===== config.mk =====
export PLATFORM = sky130hd
export DESIGN_NAME = uart_tx_frame_ctrl
export DESIGN_NICKNAME = d
export VERILOG_FILES = /design/src/rtl/uart_pkg.sv /design/src/rtl/uart_bit_timer.sv /design/src/rtl/uart_tx_frame_ctrl.sv
export SDC_FILE = /design/constraint.sdc
export NUM_CORES = 1
export LEC_CHECK = 0
export ABC_CLOCK_PERIOD_IN_PS = 2300
export CORE_MARGIN = 2
export CORE_UTILIZATION = 30
export DETAILED_ROUTE_END_ITERATION = 6
export PLACE_DENSITY = 0.62
export SYNTH_ARGS = -nofsm -noshare
export SYNTH_HDL_FRONTEND = slang
export SYNTH_SLANG_ARGS = --single-unit

===== constraint.sdc =====
create_clock -name clk -period 2.3 [get_ports clk]
set_input_delay 0.46 -clock clk [delete_from_list [all_inputs] [get_ports clk]]
set_output_delay 0.46 -clock clk [all_outputs]
set_load 0.01 [all_outputs]

===== src/rtl/uart_pkg.sv =====
// ---------------------------------------------------------------------------
// uart_pkg
// Shared definitions for the UART transmit path.
//   - state_t    : frame sequencer state encoding (also exported for debug)
//   - LINE_IDLE  : level of an idle line and of stop bits
//   - START_BIT  : level of the start bit
//   - EVEN / ODD : parity type encoding forwarded to the parity calculator
// ---------------------------------------------------------------------------
package uart_pkg;

  typedef enum logic [2:0] {
    ST_IDLE   = 3'd0,
    ST_START  = 3'd1,
    ST_DATA   = 3'd2,
    ST_PARITY = 3'd3,
    ST_STOP   = 3'd4
  } state_t;

  localparam logic LINE_IDLE = 1'b1;
  localparam logic START_BIT = 1'b0;

  localparam logic EVEN = 1'b0;
  localparam logic ODD  = 1'b1;

endpackage


===== src/rtl/uart_bit_timer.sv =====
// ---------------------------------------------------------------------------
// uart_bit_timer
// Prescale counter that divides clk down to the line bit rate.
// The count runs 0..CLKS_PER_BIT-1 while enabled; o_bit_tick marks the last
// clock of each line bit (count == CLKS_PER_BIT-1).
// Ports:
//   clk, rst    : clock, asynchronous active-high reset
//   i_en        : advance the count this cycle
//   i_clr       : force the count to zero (has priority over i_en)
//   o_count     : current prescale count
//   o_bit_tick  : bit boundary strobe
// ---------------------------------------------------------------------------
module uart_bit_timer #(
  parameter int CLKS_PER_BIT = 16,
  parameter int CNT_W        = $clog2(CLKS_PER_BIT)
) (
  input  logic             clk,
  input  logic             rst,
  input  logic             i_en,
  input  logic             i_clr,
  output logic [CNT_W-1:0] o_count,
  output logic             o_bit_tick
);

  localparam logic [CNT_W-1:0] LAST_CNT = CNT_W'(CLKS_PER_BIT - 1);

  logic [CNT_W-1:0] r_count;
  logic             w_last;

  assign w_last = (r_count == LAST_CNT);

  always_ff @(posedge clk or posedge rst) begin
    if (rst) begin
      r_count <= '0;
    end else if (i_clr) begin
      r_count <= '0;
    end else if (i_en) begin
      r_count <= w_last ? '0 : r_count + CNT_W'(1);
    end
  end

  assign o_count    = r_count;
  assign o_bit_tick = i_en && !i_clr && w_last;

endmodule


===== src/rtl/uart_tx_frame_ctrl.sv =====
// ---------------------------------------------------------------------------
// uart_tx_frame_ctrl
// Transmit frame sequencer: latches one word per frame, strobes the external
// parity calculator, and serializes start, data (LSB first), optional parity
// and stop bits at CLKS_PER_BIT clocks per line bit. All outputs registered.
//
// Request handshake: data_valid is a valid-only request with no ready. It is
// taken on a rising edge where the block is in IDLE (busy=0); a request seen
// in any other state, including the done cycle, is dropped, not queued.
//
// Ports:
//   clk, rst        : clock, asynchronous active-high reset
//   data_valid      : send request (honoured only in IDLE)
//   data_in         : word to transmit
//   parity_enable   : sampled at acceptance; 1 = insert parity bit
//   parity_type     : sampled at acceptance; 0 = even, 1 = odd
//   parity_bit      : parity result from the external calculator
//   par_load        : one-cycle load strobe to the parity calculator
//   par_type        : latched parity type for the parity calculator
//   par_data        : latched word for the parity calculator
//   tx_out          : serial line, idle high
//   busy            : frame in progress
//   done            : one-cycle pulse in the final cycle of the frame
//   dbg_state       : current sequencer state (uart_pkg::state_t encoding)
// ---------------------------------------------------------------------------
module uart_tx_frame_ctrl
  import uart_pkg::*;
#(
  parameter int DATAWIDTH    = 8,
  parameter int CLKS_PER_BIT = 16,
  parameter int STOP_BITS    = 1
) (
  input  logic                 clk,
  input  logic                 rst,
  input  logic                 data_valid,
  input  logic [DATAWIDTH-1:0] data_in,
  input  logic                 parity_enable,
  input  logic                 parity_type,
  input  logic                 parity_bit,
  output logic                 par_load,
  output logic                 par_type,
  output logic [DATAWIDTH-1:0] par_data,
  output logic                 tx_out,
  output logic                 busy,
  output logic                 done,
  output logic [2:0]           dbg_state
);

  localparam int CNT_W = $clog2(CLKS_PER_BIT);
  localparam int IDX_W = $clog2(DATAWIDTH);

  localparam logic [IDX_W-1:0] LAST_IDX  = IDX_W'(DATAWIDTH - 1);
  localparam logic             LAST_STOP = 1'(STOP_BITS - 1);
  // done is registered, so it is set one count before the final stop tick
  localparam logic [CNT_W-1:0] PRE_LAST  = CNT_W'(CLKS_PER_BIT - 2);

  // Registered state
  state_t               r_state;
  logic [DATAWIDTH-1:0] r_shift;
  logic [DATAWIDTH-1:0] r_par_data;
  logic                 r_par_type;
  logic                 r_par_en;
  logic                 r_par_load;
  logic                 r_tx;
  logic                 r_busy;
  logic                 r_done;
  logic [IDX_W-1:0]     r_bit_idx;
  logic                 r_stop_cnt;

  // Next-state values
  state_t               w_nxt_state;
  logic [DATAWIDTH-1:0] w_nxt_shift;
  logic [DATAWIDTH-1:0] w_nxt_par_data;
  logic                 w_nxt_par_type;
  logic                 w_nxt_par_en;
  logic                 w_nxt_par_load;
  logic                 w_nxt_tx;
  logic                 w_nxt_busy;
  logic                 w_nxt_done;
  logic [IDX_W-1:0]     w_nxt_bit_idx;
  logic                 w_nxt_stop_cnt;

  // Bit timer
  logic [CNT_W-1:0]     w_count;
  logic                 w_bit_tick;
  logic                 w_timer_en;
  logic                 w_timer_clr;

  // Held at zero in IDLE so the START bit always gets a full period.
  assign w_timer_en  = (r_state != ST_IDLE);
  assign w_timer_clr = (r_state == ST_IDLE);

  uart_bit_timer #(
    .CLKS_PER_BIT (CLKS_PER_BIT),
    .CNT_W        (CNT_W)
  ) u_bit_timer (
    .clk        (clk),
    .rst        (rst),
    .i_en       (w_timer_en),
    .i_clr      (w_timer_clr),
    .o_count    (w_count),
    .o_bit_tick (w_bit_tick)
  );

  // Next-state and output logic
  always_comb begin
    w_nxt_state    = r_state;
    w_nxt_shift    = r_shift;
    w_nxt_par_data = r_par_data;
    w_nxt_par_type = r_par_type;
    w_nxt_par_en   = r_par_en;
    w_nxt_par_load = 1'b0;
    w_nxt_tx       = r_tx;
    w_nxt_busy     = r_busy;
    w_nxt_done     = 1'b0;
    w_nxt_bit_idx  = r_bit_idx;
    w_nxt_stop_cnt = r_stop_cnt;

    case (r_state)
      ST_IDLE: begin
        w_nxt_tx   = LINE_IDLE;
        w_nxt_busy = 1'b0;
        if (data_valid) begin
          w_nxt_state    = ST_START;
          w_nxt_shift    = data_in;
          w_nxt_par_data = data_in;
          w_nxt_par_type = parity_type;
          w_nxt_par_en   = parity_enable;
          w_nxt_par_load = 1'b1;
          w_nxt_tx       = START_BIT;
          w_nxt_busy     = 1'b1;
        end
      end

      ST_START: begin
        if (w_bit_tick) begin
          w_nxt_state   = ST_DATA;
          w_nxt_tx      = r_shift[0];
          w_nxt_shift   = r_shift >> 1;
          w_nxt_bit_idx = '0;
        end
      end

      ST_DATA: begin
        if (w_bit_tick) begin
          if (r_bit_idx == LAST_IDX) begin
            w_nxt_stop_cnt = 1'b0;
            if (r_par_en) begin
              w_nxt_state = ST_PARITY;
              // Calculator was loaded long ago, so parity_bit is settled here.
              w_nxt_tx    = parity_bit;
            end else begin
              w_nxt_state = ST_STOP;
              w_nxt_tx    = LINE_IDLE;
            end
          end else begin
            w_nxt_tx      = r_shift[0];
            w_nxt_shift   = r_shift >> 1;
            w_nxt_bit_idx = r_bit_idx + IDX_W'(1);
          end
        end
      end

      ST_PARITY: begin
        if (w_bit_tick) begin
          w_nxt_state    = ST_STOP;
          w_nxt_tx       = LINE_IDLE;
          w_nxt_stop_cnt = 1'b0;
        end
      end

      ST_STOP: begin
        w_nxt_done = (r_stop_cnt == LAST_STOP) && (w_count == PRE_LAST);
        if (w_bit_tick) begin
          if (r_stop_cnt == LAST_STOP) begin
            w_nxt_state = ST_IDLE;
            w_nxt_busy  = 1'b0;
          end else begin
            w_nxt_stop_cnt = r_stop_cnt + 1'b1;
          end
        end
      end

      default: begin
        w_nxt_state = ST_IDLE;
        w_nxt_tx    = LINE_IDLE;
        w_nxt_busy  = 1'b0;
      end
    endcase
  end

  // State register
  always_ff @(posedge clk or posedge rst) begin
    if (rst) begin
      r_state    <= ST_IDLE;
      r_shift    <= '0;
      r_par_data <= '0;
      r_par_type <= 1'b0;
      r_par_en   <= 1'b0;
      r_par_load <= 1'b0;
      r_tx       <= LINE_IDLE;
      r_busy     <= 1'b0;
      r_done     <= 1'b0;
      r_bit_idx  <= '0;
      r_stop_cnt <= 1'b0;
    end else begin
      r_state    <= w_nxt_state;
      r_shift    <= w_nxt_shift;
      r_par_data <= w_nxt_par_data;
      r_par_type <= w_nxt_par_type;
      r_par_en   <= w_nxt_par_en;
      r_par_load <= w_nxt_par_load;
      r_tx       <= w_nxt_tx;
      r_busy     <= w_nxt_busy;
      r_done     <= w_nxt_done;
      r_bit_idx  <= w_nxt_bit_idx;
      r_stop_cnt <= w_nxt_stop_cnt;
    end
  end

  assign par_load  = r_par_load;
  assign par_type  = r_par_type;
  assign par_data  = r_par_data;
  assign tx_out    = r_tx;
  assign busy      = r_busy;
  assign done      = r_done;
  assign dbg_state = r_state;

endmodule


Word-level counts from Yosys, hierarchy flattened
Cells that the tools add are included.
Widths: inputs -> output; s select.
{"block": "totals", "regBits": 33, "input_bits": 14, "out_inout_bits": 16, "elab_cells": 91}
{"block": "op_classes", "add_sub_neg": 3, "eq_ne": 15, "muxes": 40, "bitwise_logic": 3, "n_reduce_logical": 18}
{"operator": "$mux 3", "count": 11}
{"operator": "$mux 8", "count": 4}
{"operator": "$pmux 8 s3", "count": 1}
{"operator": "$mux 1", "count": 16}
{"operator": "$pmux 3 s5", "count": 1}
{"operator": "$mux 4", "count": 3}
{"operator": "$reduce_and 5->1", "count": 2}
{"operator": "$reduce_bool 3->1", "count": 3}
{"operator": "$eq 4x4->1 const B", "count": 2}
{"operator": "$ne 2x1->1 const B", "count": 4}
{"operator": "$ne 2x2->1 const B", "count": 4}
{"operator": "$reduce_and 4->1", "count": 2}
{"operator": "$reduce_and 7->1", "count": 1}
{"operator": "$eq 3x2->1 const B", "count": 2}
{"operator": "$eq 3x3->1 const B", "count": 2}
{"operator": "$pmux 1 s3", "count": 2}
{"operator": "$pmux 3 s2", "count": 1}
{"operator": "$pmux 1 s5", "count": 1}
{"operator": "$add 4x1->4 const B", "count": 1}
{"operator": "$reduce_bool 2->1", "count": 2}
{"operator": "$add 3x1->3 const B", "count": 1}
{"operator": "$eq 3x1->1 const B", "count": 1}
{"operator": "$logic_and 1x1->1", "count": 3}
{"operator": "$logic_not 3->1", "count": 1}
{"operator": "other kinds (6)", "count": 8}

Depth between registers and ports, before layout
{"block": "depth", "word_depth": 6, "ltp_mapped": 7, "ltp_nobuf": 6}

By module
A second synthesis with hierarchy kept.
{"block": "hier_totals", "cells_unflattened": 142, "area_unflattened_um2": 1660.3}
{"mod": "uart_tx_frame_ctrl", "instances": 1, "cells_each": 119, "area_each_um2": 1447.6}
{"mod": "uart_bit_timer", "instances": 1, "cells_each": 23, "area_each_um2": 212.7}

Least setup slack after synthesis
No wires, ideal clock.
{"block": "synth_path", "path_type": "register -> register", "start": "register r_bit_idx[0]", "end": "register r_shift[0]", "setup_time_ns": 0.079, "t_arrival_ns": 1.719, "required_time_ns": 2.221, "setup_slack_ns": 0.501, "stages_incl_launch_ff": 8, "path_buffers": 1, "synth_period_minus_slack_ns": 1.799, "cell_sequence": "dfrtp_1 > ha_1 > ha_1 > nor3b_4 > o21ba_1 > buf_6 > a21boi_4 > a2bb2oi_1"}
{"block": "synth_between", "elab_chain_cells": 3}
{"element": "from (decl)", "line_no": "uart_tx_frame_ctrl.sv:67", "text": "logic [IDX_W-1:0] r_bit_idx;"}
{"element": "from (signal assigned)", "line_no": "uart_tx_frame_ctrl.sv:216", "text": "r_bit_idx <= w_nxt_bit_idx;"}
{"element": "$eq 3x3->1", "line_no": "uart_tx_frame_ctrl.sv:146", "text": "if (r_bit_idx == LAST_IDX) begin"}
{"element": "$ne 2x2->1 (no source line)"}
{"element": "$reduce_and 5->1 (no source line)"}
{"element": "to (signal assigned)", "line_no": "uart_tx_frame_ctrl.sv:208", "text": "r_shift <= w_nxt_shift;"}
{"element": "to (decl)", "line_no": "uart_tx_frame_ctrl.sv:59", "text": "logic [DATAWIDTH-1:0] r_shift;"}
No other way between the ends.
A chain may end at the register's enable or synchronous reset.

Worst setup path after layout
{"block": "layout_path", "start": "register r_state[0], in the netlist dbg_state[0]", "end": "output port dbg_state[0]"}
{"element": "from (decl)", "line_no": "uart_tx_frame_ctrl.sv:58", "text": "state_t r_state;"}
{"element": "from (signal assigned)", "line_no": "uart_tx_frame_ctrl.sv:207", "text": "r_state <= w_nxt_state;"}
{"element": "to (decl)", "line_no": "uart_tx_frame_ctrl.sv:46", "text": "output logic [2:0] dbg_state"}
No word-level cell between the ends.

==> qor.txt <==
status = complete, no violations
pwr dens = 1371 nW/um2
DP HPWL = 2.309 mm
RSZ-0062 raised after global routing = false
post-cts repair resize count = 0
period utilisation layout = 0.8855
Port Buf Inserts = 29
sequential fraction of the synthesis area = 0.5364
Post-CTS Hold Buffers = 0
Reg2Reg Depth = 6
reg2reg end = r_shift[4]$_DFFE_PP0P_
largest net degree at the start of global routing = 33
CTS max path bufs = 2
Syn Inst Count = 123
Worst-Skew Late Latency = 0.29 ns
clock root buffer = clkbuf_8
critical path's largest stage delay = 0.65 ns
post-synthesis async set-or-reset flop share = 1.000
IO Count = 30
Worst Path Arrival = 1.58 ns
r2r setup slk = 0.35 ns
met3 wire length = 147 um
number of synthesized flops with an enable pin = 0
DRT met1 WL = 1.377 mm
Worst-Margin Slew = 0.4902 ns
most frequent cells in the layout = dfrtp_1 (31), clkdlybuf4s50_1 (29), mux2_2 (8)
DP Area = 1841 um2
ys flop type = dfrtp_1
count of TritonRoute iterations in the first routing pass = 4
Worst Skew = 0.008158 ns
final net count = 173
die area = 5564 um2
wire length on met2 = 1.619 mm
first-pass GRT wire length = 5.478 mm
total track usage = 0.1347
Worst Setup End Kind = output port
# Max-Cap Violations = 0
Critical Path RT = 1.84 ns
flop and latch count out of synthesis = 32
worst hold slack = 0.4861 ns
die width = 74.60 um
Worst Path Max Fanout = 12
Crit-path slowest cell = dfrtp_1
vias in the first global route = 1102
worst hold path class = flip-flop to flip-flop
Area growth, synth to finish = 29.62%
grt total ovfl = 0
Wirelength per Cell = 14.35 um
most common cell after layout, fill and taps aside = dfrtp_1
crit-path leading delay family = flip-flops
crit-path cells = clkdlybuf4s50_1
initial antenna violation count = 0
antenna-violating nets left = 0
drt drc = 0
worst setup path class = flip-flop to output port
HP Start = busy$_DFFE_PP0P_
# H-tree levels = 2
Hold Path End = busy$_DFFE_PP0P_
setup TNS = 0 ns
Row Count = 25
Yosys warning count = 0
CTS Sinks = 32
setup bufs post-CTS = 0
Avg Cell Area, Syn = 12.16 um2
post-layout min period = 2.037 ns
share of post-route cells with drive strength above 1 = 0.1667
worst r2r src = r_bit_idx[0]$_DFFE_PP0P_
Peak Freq = 491.0 MHz
Hold Crit Depth = 1
VDD IR max = 637.4 uV
Synth cell types = 42
Worst Path Buf+Inv = 1
crit start category = flip-flop
DRT iter0 DRCs = 46
number of fill cells = 480
design area = 1938 um2
Avg Vias per Cell = 4.865
Synthesized Nets = 141
CTS tree = yes
Final setup violation count = 0
Lkg Pwr = 0.8009 nW
max_slew headroom = 0.6732
CTS buffer count = 5
die height = 74.60 um
drt total wl = 3.201 mm
Initial Utilization = 0.3145
Antenna diodes = 0
Pins Over Slew Limit = 0
gpl congestion = 0.7755
synthesized area = 1495 um2
core area = 4755 um2
Final Hold Fails = 0
DR vias = 1085
max layer used = met4
Reg clk slew, reported paths = 0.07 ns
==> layer usage <==
| metal | up-vias | track usage |
|---|---|---|
| met5 | - | 0 |
| met3 | 7 | 0.04743 |
| li1 | 520 | - |
| met1 | 531 | 0.1662 |
| met4 | 0 | 0.05357 |
| met2 | 27 | 0.2163 |
==> logic make-up after synthesis <==
logic type,Yosys count,synth area share
adders and majority gates,4,0.03347
and+or+nand+nor,26,0.1029
muxes,9,0.06778
xor gates and xnor gates,2,0.01172
buffers and inverters,12,0.04686
DFF,32,0.5364
AOI/OAI and AO/OA,38,0.2008
==> cells in the mapped netlist, types with 2 or more instances <==
cell type,n,area share
dfrtp_1,31,0.52
mux2_2,8,0.060
a2bb2oi_1,7,0.041
o22ai_1,7,0.029
o21ai_0,6,0.020
inv_1,5,0.013
nand2_1,5,0.013
nor2_1,5,0.013
ha_1,4,0.033
nand3_1,3,0.010
nor2b_1,3,0.013
a211oi_1,2,0.010
a21o_1,2,0.010
a32o_1,2,0.013
and3_1,2,0.0084
buf_2,2,0.0067
buf_4,2,0.010
buf_6,2,0.015
nor3_1,2,0.0067
==> cell type report <==
class | count | area (um2) | share of cell area
clock inverter | 2 | 15.01 | 0.007747
tap | 67 | 83.83 | 0.04325
timing repair buffer | 32 | 312.8 | 0.1614
inverter | 5 | 18.77 | 0.009684
clock buffer | 6 | 82.58 | 0.04261
sequential | 32 | 802.0 | 0.4138
multi-input combinational | 79 | 623.1 | 0.3215
==> sequential cells by signal, summed over array words and instances (netlist names) <==
register,flops
busy,1
r_bit_idx,3
u_bit_timer.o_count,4
r_par_en,1
dbg_state,3
par_load,1
par_data,8
done,1
par_type,1
tx_out,1
r_shift,8
==> how the worst max path moves through the flow <==
stage | endpoint | cells past startpoint | from | slack (ns)
6_report | dbg_state[0] | 1 | dbg_state[0]$_DFFE_PP0P_ | 0.26
5_1_grt | dbg_state[0] | 1 | dbg_state[0]$_DFFE_PP0P_ | 0.18
4_1_cts | dbg_state[0] | 1 | dbg_state[0]$_DFFE_PP0P_ | 0.25
3_5_place_dp | r_shift[2]$_DFFE_PP0P_ | 6 | r_bit_idx[0]$_DFFE_PP0P_ | 0.36
3_3_place_gp | par_data[1]$_DFFE_PP0P_ | 3 | data_valid | 0.43
2_1_floorplan | r_shift[0]$_DFFE_PP0P_ | 7 | r_bit_idx[0]$_DFFE_PP0P_ | 0.50
==> per-stage QoR <==
| step | total power [mW] | instances | util | setup WS, ns |
|---|---|---|---|---|
| after floorplan | 1.805 | 123 | - | 0.5013 |
| after global placement | 2.156 | 215 | 0.3871 | 0.4345 |
| after detailed placement | 2.213 | 215 | 0.3871 | 0.3638 |
| after CTS | 2.691 | 223 | 0.4076 | 0.2540 |
| after global routing | 2.862 | 223 | 0.4076 | 0.1783 |
| final | 2.658 | 223 | 0.4076 | 0.2633 |
==> power breakdown <==
part	internal, mW	switching [mW]	leakage (nW)	total, mW
clock network	0.242	0.225	0.0434	0.467
logic	0.662	0.499	0.369	1.16
registers	0.811	0.219	0.388	1.03
total	1.71	0.943	0.801	2.66
No activity file was read; power rests on OpenSTA's default activity.
